--- config.mk ---
export PLATFORM = sky130hd
export DESIGN_NAME = riscv_crypto_sm4_core
export DESIGN_NICKNAME = d
export VERILOG_FILES = /design/src/rtl/riscv_crypto_sm4_pkg.sv /design/src/rtl/riscv_crypto_sm4_sbox.sv /design/src/rtl/riscv_crypto_sm4_tau.sv /design/src/rtl/riscv_crypto_sm4_core.sv
export SDC_FILE = /design/constraint.sdc
export NUM_CORES = 2
export LEC_CHECK = 0
export BUFFER_PORTS_ARGS = -buffer_cell sky130_fd_sc_hd__buf_4
export CORE_ASPECT_RATIO = 0.9
export CORE_UTILIZATION = 50
export DETAILED_ROUTE_END_ITERATION = 12
export PLACE_DENSITY = 0.7
export REMOVE_ABC_BUFFERS = 1
export SLEW_MARGIN = 10
export SYNTH_ARGS = -nofsm -noshare
export SYNTH_HDL_FRONTEND = slang
export SYNTH_SLANG_ARGS = --single-unit
--- constraint.sdc ---
create_clock -name clk -period 8 [get_ports clk]
set_clock_uncertainty 0.15 [all_clocks]
set_input_delay 0.8 -clock clk [delete_from_list [all_inputs] [get_ports clk]]
set_output_delay 0.8 -clock clk [all_outputs]
set_load 0.02 [all_outputs]
--- src/rtl/riscv_crypto_sm4_pkg.sv ---
// Shared types, constants and linear helpers for the iterative SM4 block engine.
// Words are big-endian: word 0 of a 128-bit value sits in bits [127:96].
package riscv_crypto_sm4_pkg;

  typedef enum logic [2:0] {
    S_IDLE,
    S_KEYEXP,
    S_READY,
    S_ROUND,
    S_DONE
  } sm4_state_e;

  localparam logic [127:0] FK = 128'hA3B1BAC6_56AA3350_677D9197_B27022DC;

  // CK_i byte j = ((4i + j) * 7) mod 256, byte 0 in the most significant position.
  function automatic logic [31:0] ck_gen(input logic [4:0] i);
    logic [31:0] ck;
    ck = '0;
    for (int j = 0; j < 4; j++) begin
      ck[8*(3-j) +: 8] = 8'((4 * int'(i) + j) * 7);
    end
    return ck;
  endfunction

  function automatic logic [31:0] rotl(input logic [31:0] x, input int unsigned n);
    return (x << n) | (x >> (32 - n));
  endfunction

  function automatic logic [31:0] lin_enc(input logic [31:0] b);
    return b ^ rotl(b, 2) ^ rotl(b, 10) ^ rotl(b, 18) ^ rotl(b, 24);
  endfunction

  function automatic logic [31:0] lin_key(input logic [31:0] b);
    return b ^ rotl(b, 13) ^ rotl(b, 23);
  endfunction

  function automatic logic [127:0] swap_words(input logic [127:0] x);
    return {x[31:0], x[63:32], x[95:64], x[127:96]};
  endfunction

endpackage

--- src/rtl/riscv_crypto_sm4_sbox.sv ---
// Single-byte SM4 S-box as a constant lookup table.
module riscv_crypto_sm4_sbox (
  input  logic [7:0] in_i,
  output logic [7:0] out_o
);

  // Entry 0 occupies the top byte, so entry k starts at bit 8*(255-k).
  localparam logic [2047:0] TABLE = {
    128'hd690e9fecce13db716b614c228fb2c05,
    128'h2b679a762abe04c3aa44132649860699,
    128'h9c4250f491ef987a33540b43edcfac62,
    128'he4b31ca9c908e89580df94fa758f3fa6,
    128'h4707a7fcf37317ba83593c19e6854fa8,
    128'h686b81b27164da8bf8eb0f4b70569d35,
    128'h1e240e5e6358d1a225227c3b01217887,
    128'hd40046579fd327524c3602e7a0c4c89e,
    128'heabf8ad240c738b5a3f7f2cef96115a1,
    128'he0ae5da49b341a55ad933230f58cb1e3,
    128'h1df6e22e8266ca60c02923ab0d534e6f,
    128'hd5db3745defd8e2f03ff6a726d6c5b51,
    128'h8d1baf92bbddbc7f11d95c411f105ad8,
    128'h0ac13188a5cd7bbd2d74d012b8e5b4b0,
    128'h8969974a0c96777e65b9f109c56ec684,
    128'h18f07dec3adc4d2079ee5f3ed7cb3948
  };

  assign out_o = TABLE[{~in_i, 3'b000} +: 8];

endmodule

--- src/rtl/riscv_crypto_sm4_tau.sv ---
// SM4 non-linear word transform tau: four parallel byte S-boxes, purely combinational.
module riscv_crypto_sm4_tau (
  input  logic [31:0] a_i,
  output logic [31:0] b_o
);

  for (genvar g = 0; g < 4; g++) begin : g_sbox
    riscv_crypto_sm4_sbox u_sbox (
      .in_i (a_i[8*g +: 8]),
      .out_o(b_o[8*g +: 8])
    );
  end

endmodule

--- src/rtl/riscv_crypto_sm4_core.sv ---
// Iterative SM4 engine: expands a master key into 32 stored round keys, then runs
// one round per cycle to encrypt or decrypt a 128-bit block.
module riscv_crypto_sm4_core
  import riscv_crypto_sm4_pkg::*;
#(
  parameter int NROUNDS = 32
) (
  input  logic         clk,
  input  logic         reset,
  input  logic         key_valid,
  output logic         key_ready,
  input  logic [127:0] key_in,
  input  logic         blk_valid,
  output logic         blk_ready,
  input  logic [127:0] blk_in,
  input  logic         blk_mode,
  output logic         res_valid,
  input  logic         res_ready,
  output logic [127:0] res_out,
  output logic         busy
);

  localparam logic [4:0] LAST = 5'(NROUNDS - 1);

  sm4_state_e   state_q, state_d;
  logic         keys_ok_q, keys_ok_d;
  logic         mode_q, mode_d;
  logic [4:0]   cnt_q, cnt_d;
  logic [127:0] win_q, win_d;
  logic [31:0]  rk_q [32];
  logic         rk_we;
  logic [31:0]  rk_sel, tau_in, tau_out, new_word;
  logic         key_hs, blk_hs;

  assign key_ready = (state_q == S_IDLE) || (state_q == S_READY);
  assign blk_ready = (state_q == S_READY) && keys_ok_q && !key_valid;
  assign res_valid = (state_q == S_DONE);
  assign busy      = (state_q == S_KEYEXP) || (state_q == S_ROUND) || (state_q == S_DONE);
  assign res_out   = swap_words(win_q);
  assign key_hs    = key_valid && key_ready;
  assign blk_hs    = blk_valid && blk_ready;

  // Key expansion and rounds share the one tau instance and the 4-word window.
  always_comb begin
    rk_sel = rk_q[mode_q ? 5'(LAST - cnt_q) : cnt_q];
    if (state_q == S_KEYEXP) begin
      tau_in   = win_q[95:64] ^ win_q[63:32] ^ win_q[31:0] ^ ck_gen(cnt_q);
      new_word = win_q[127:96] ^ lin_key(tau_out);
    end else begin
      tau_in   = win_q[95:64] ^ win_q[63:32] ^ win_q[31:0] ^ rk_sel;
      new_word = win_q[127:96] ^ lin_enc(tau_out);
    end
  end

  riscv_crypto_sm4_tau u_tau (
    .a_i(tau_in),
    .b_o(tau_out)
  );

  always_comb begin
    state_d   = state_q;
    keys_ok_d = keys_ok_q;
    mode_d    = mode_q;
    cnt_d     = cnt_q;
    win_d     = win_q;
    rk_we     = 1'b0;
    case (state_q)
      S_IDLE: begin
        if (key_hs) begin
          win_d   = key_in ^ FK;
          cnt_d   = '0;
          state_d = S_KEYEXP;
        end
      end
      S_KEYEXP: begin
        rk_we = 1'b1;
        win_d = {win_q[95:0], new_word};
        cnt_d = cnt_q + 5'd1;
        if (cnt_q == LAST) begin
          cnt_d     = '0;
          keys_ok_d = 1'b1;
          state_d   = S_READY;
        end
      end
      S_READY: begin
        // A key offered together with a block takes priority.
        if (key_hs) begin
          win_d   = key_in ^ FK;
          cnt_d   = '0;
          state_d = S_KEYEXP;
        end else if (blk_hs) begin
          win_d   = blk_in;
          mode_d  = blk_mode;
          cnt_d   = '0;
          state_d = S_ROUND;
        end
      end
      S_ROUND: begin
        win_d = {win_q[95:0], new_word};
        cnt_d = cnt_q + 5'd1;
        if (cnt_q == LAST) begin
          cnt_d   = '0;
          state_d = S_DONE;
        end
      end
      S_DONE: begin
        if (res_ready) state_d = S_READY;
      end
      default: state_d = S_IDLE;
    endcase
  end

  always_ff @(posedge clk or posedge reset) begin
    if (reset) begin
      state_q   <= S_IDLE;
      keys_ok_q <= 1'b0;
      mode_q    <= 1'b0;
      cnt_q     <= '0;
      win_q     <= '0;
    end else begin
      state_q   <= state_d;
      keys_ok_q <= keys_ok_d;
      mode_q    <= mode_d;
      cnt_q     <= cnt_d;
      win_q     <= win_d;
    end
  end

  // The round-key file needs no reset; it is always rewritten before any block runs.
  always_ff @(posedge clk) begin
    if (rk_we) rk_q[cnt_q] <= new_word;
  end

endmodule

==> run metrics <==
sequential cell area ~34,000 um^2; Mapped Area ~73,000 um^2; Yosys warnings 0; drt total wl between 300,000 and 400,000 um; critical path type register to register; Final Util 59.2%; CP Max Fanout 45; Initial Util around half; Placeable Area 144,000 um^2; Final HPWL DP ~240,000 um; largest net degree at the start of global routing between 100 and 150; via count around 69,000; Async SR Flop Fraction approximately an eighth; WL met1 123,000 um; wire per inst about 38 um; Worst setup EP type register; Die Wd roughly 400 um; library cells used by synthesis 136; most frequent cell after synthesis edfxtp_1; setup violators final between 60 and 70; DR WL met2 between 100,000 and 150,000 um; die footprint between 100,000 and 150,000 um^2; Min-Delay Path Depth 3; Clk pin slew, worst setup/hold paths about 0.070 ns; Worst EP required about 8.5 ns; IO Count between 300 and 400; RR Startpoint mode_q$_DFFE_PP0P_; r2r setup slk -0.08 ns; Post-synth EDFFs ~1,000; clock tree buffer depth 3; top sig layer met5; H-tree levels 3; dpl cells 8,924; largest family of logic cells by synthesized area compound AO/OA/AOI/OAI gates; total CTS buffers roughly 120; Synth Area in Compound Gates 24.6%; row cnt 132; vias per inst between 7 and 8; hold_sp res_ready; Mapped Avg Cell Area around 11 um^2; top cells by area, synth edfxtp_1 (42%), mux4_2 (5.0%), dfrtp_1 (4.8%); multiplexer share of the synthesized area under 10%; fill count between 10,000 and 15,000; fin cells just over 9,000; critical path arrival around 8.6 ns; TritonRoute pass-1 iters 7; RSZ-0062 raised after global routing false; leading area contributor after synthesis edfxtp_1; failing checks setup timing; drt initial violations about 13,000; CTS root buf clkbuf_16; Worst-Skew Late Latency just over 0.8 ns; pre-CTS WS -0.0827 ns; GP Congestion approximately 1.1; fmax approximately 120 MHz; ys flop type edfxtp_1; Final Cell Area 85,100 um^2; Post-Synthesis Cells ~6,600; Post-DP Area ~81,000 um^2; fin crit share 101%; global-route wire length before repair approximately 480,000 um; clk sink count approximately 1,200; Worst-Margin Slew 1.32 ns; hold-critical path endpoint state_q[1]$_DFFE_PP0P_; share of the synthesized area in the top cell type a little over two fifths; PortBufs 393; synthesis-to-finish area growth 17.4%; share of post-route cells with drive strength above 1 a little under a quarter; vias in the first global route around 65,000; R2R Path End rk_q[17][12]$_DFFE_PP_; sequential fraction of the synthesis area a little under half; multi-input gate area in the final layout around 35,000 um^2; post-route minimum period around 8.1 ns; Adder-Cell Fraction of Synth Area 1.25%; metal3 WL about 52,000 um; all-layer global routing usage between 40% and 50%; outcome complete, but fails checks; Worst slew margin around 11%; simple-gate portion of the synthesized area around a tenth; final count of pins violating max slew 0; top post-synthesis cells by count edfxtp_1 (1,024), nand2_1 (474), nor2_1 (390), a21oi_1 (371), o21ai_0 (314); Final nets between 7,000 and 8,000; Die H approximately 360 um; worst hold-check path type input pin to register; antenna violations before repair 8; FF+latch count, synth approximately 1,200; antenna viol nets, final 0; Startpoint Class register; Hold Violations, Final 0; CTS tree yes; R2R cell count 20; Post-route DRC 0; maximum capacitance violations 0; PnR worst setup slack -0.0785 ns; xor and xnor area share after synthesis roughly 3.7%; gr ovfl total 0
-- logic make-up (layout without fill, tap and decap cells) --
group           after synthesis  count (layout)
compound gates             2455            2455
fa+ha+maj                    68              68
other cells                   0               4
buf+inv                     705            1319
simple gates               1557            1557
flops                      1162            1162
mux                         364             364
xor+xnor                    275             275
-- final cells by class --
| type | instances | area share (%) |
|---|---|---|
| Clock buffer | 129 | 3.48 |
| Sequential cell | 1162 | 40.2 |
| Timing Repair Buffer | 1034 | 10.3 |
| Clock inverter | 88 | 1.28 |
| Antenna cell | 4 | 0.0118 |
| Inverter | 68 | 0.320 |
| Multi-Input combinational cell | 4719 | 41.5 |
| Tap cell | 1943 | 2.86 |
-- worst max-delay path, cell delays in order, from the launching register on --
cell and delay (ns):
dfrtp_4 0.82, inv_4 0.39, buf_12 0.32, buf_12 0.18
o221ai_1 0.15, a21oi_1 0.11, o41ai_1 1.05, a311oi_1 0.25
a31o_1 0.31, nor2_4 0.50, buf_4 0.46, nand2_1 0.34
a41o_1 0.33, a21oi_1 0.10, a21boi_1 0.28, a21oi_2 0.16
xnor2_1 0.38, xnor3_1 0.46, mux2_2 0.34, xor2_2 0.47
buf_12 0.25
-- placed cells by master (no fill, tap or decap), types with 34 or more instances in the layout --
master	Yosys	final
buf_12	0	79
a21o_1	42	42
nor3_1	140	140
nor2_1	390	352
dfrtp_1	138	132
nand2_1	474	470
o31ai_1	49	49
clkbuf_16	0	115
a22oi_1	148	148
o211ai_1	92	92
ha_1	61	61
nand3_1	157	157
a31oi_1	91	91
nor2_4	1	39
o21ai_0	314	312
o22ai_1	183	183
o221ai_1	254	254
buf_4	98	953
o21ai_1	41	42
mux2i_1	150	150
edfxtp_1	1024	1024
nor2b_1	58	56
a21oi_1	371	371
o21a_1	108	108
xnor2_1	164	137
xor2_1	80	71
mux2_2	48	48
inv_1	51	50
mux4_2	160	160
a211oi_1	86	86
and3_1	40	40
a311oi_1	46	46
nand4_1	34	34
nand2b_1	62	62
a221oi_1	183	183
-- per-stage QoR --
stage / TNS [ns] / hold WS, ns
after global placement: -3.33 / 0.379
final: -3.81 / 0.136
after detailed placement: -2.68 / 0.386
after global routing: 0 / 0.117
after CTS: 0 / 0.0970
after floorplan: - / 0.307
-- how the worst max path moves through the flow --
stage,from,endpoint,cells after the start
after detailed placement,mode_q$_DFFE_PP0P_,rk_q[12][20]$_DFFE_PP_,25
after floorplan,mode_q$_DFFE_PP0P_,rk_q[0][8]$_DFFE_PP_,15
after global placement,mode_q$_DFFE_PP0P_,rk_q[8][20]$_DFFE_PP_,25
final,mode_q$_DFFE_PP0P_,rk_q[17][12]$_DFFE_PP_,20
after CTS,mode_q$_DFFE_PP0P_,rk_q[14][20]$_DFFE_PP_,25
after global routing,mode_q$_DFFE_PP0P_,rk_q[17][12]$_DFFE_PP_,20
-- sequential cells by signal, summed over array words and instances, names as in the netlist --
register   flops
state_q        3
mode_q         1
win_q        128
keys_ok_q      1
cnt_q          5
rk_q        1024
-- per-layer routing --
metal,GRT usage [%],up-vias
li1,-,27500
met1,60.3,34100
met2,65.7,6392
met3,14.7,1415
met4,28.7,10
met5,0,-
-- repair_timing --
action                                  in CTS  in global routing
gates cloned                                 0                  0
gates resized for setup                      0                  7
buffers inserted                             1                  0
endpoints found under the hold margin       52                  0
endpoints found under the setup margin      66                564
hold buffers                                 1                  0
Power is not shown: default switching activity piles up to over one toggle a cycle in this logic, so the estimate is an artifact.
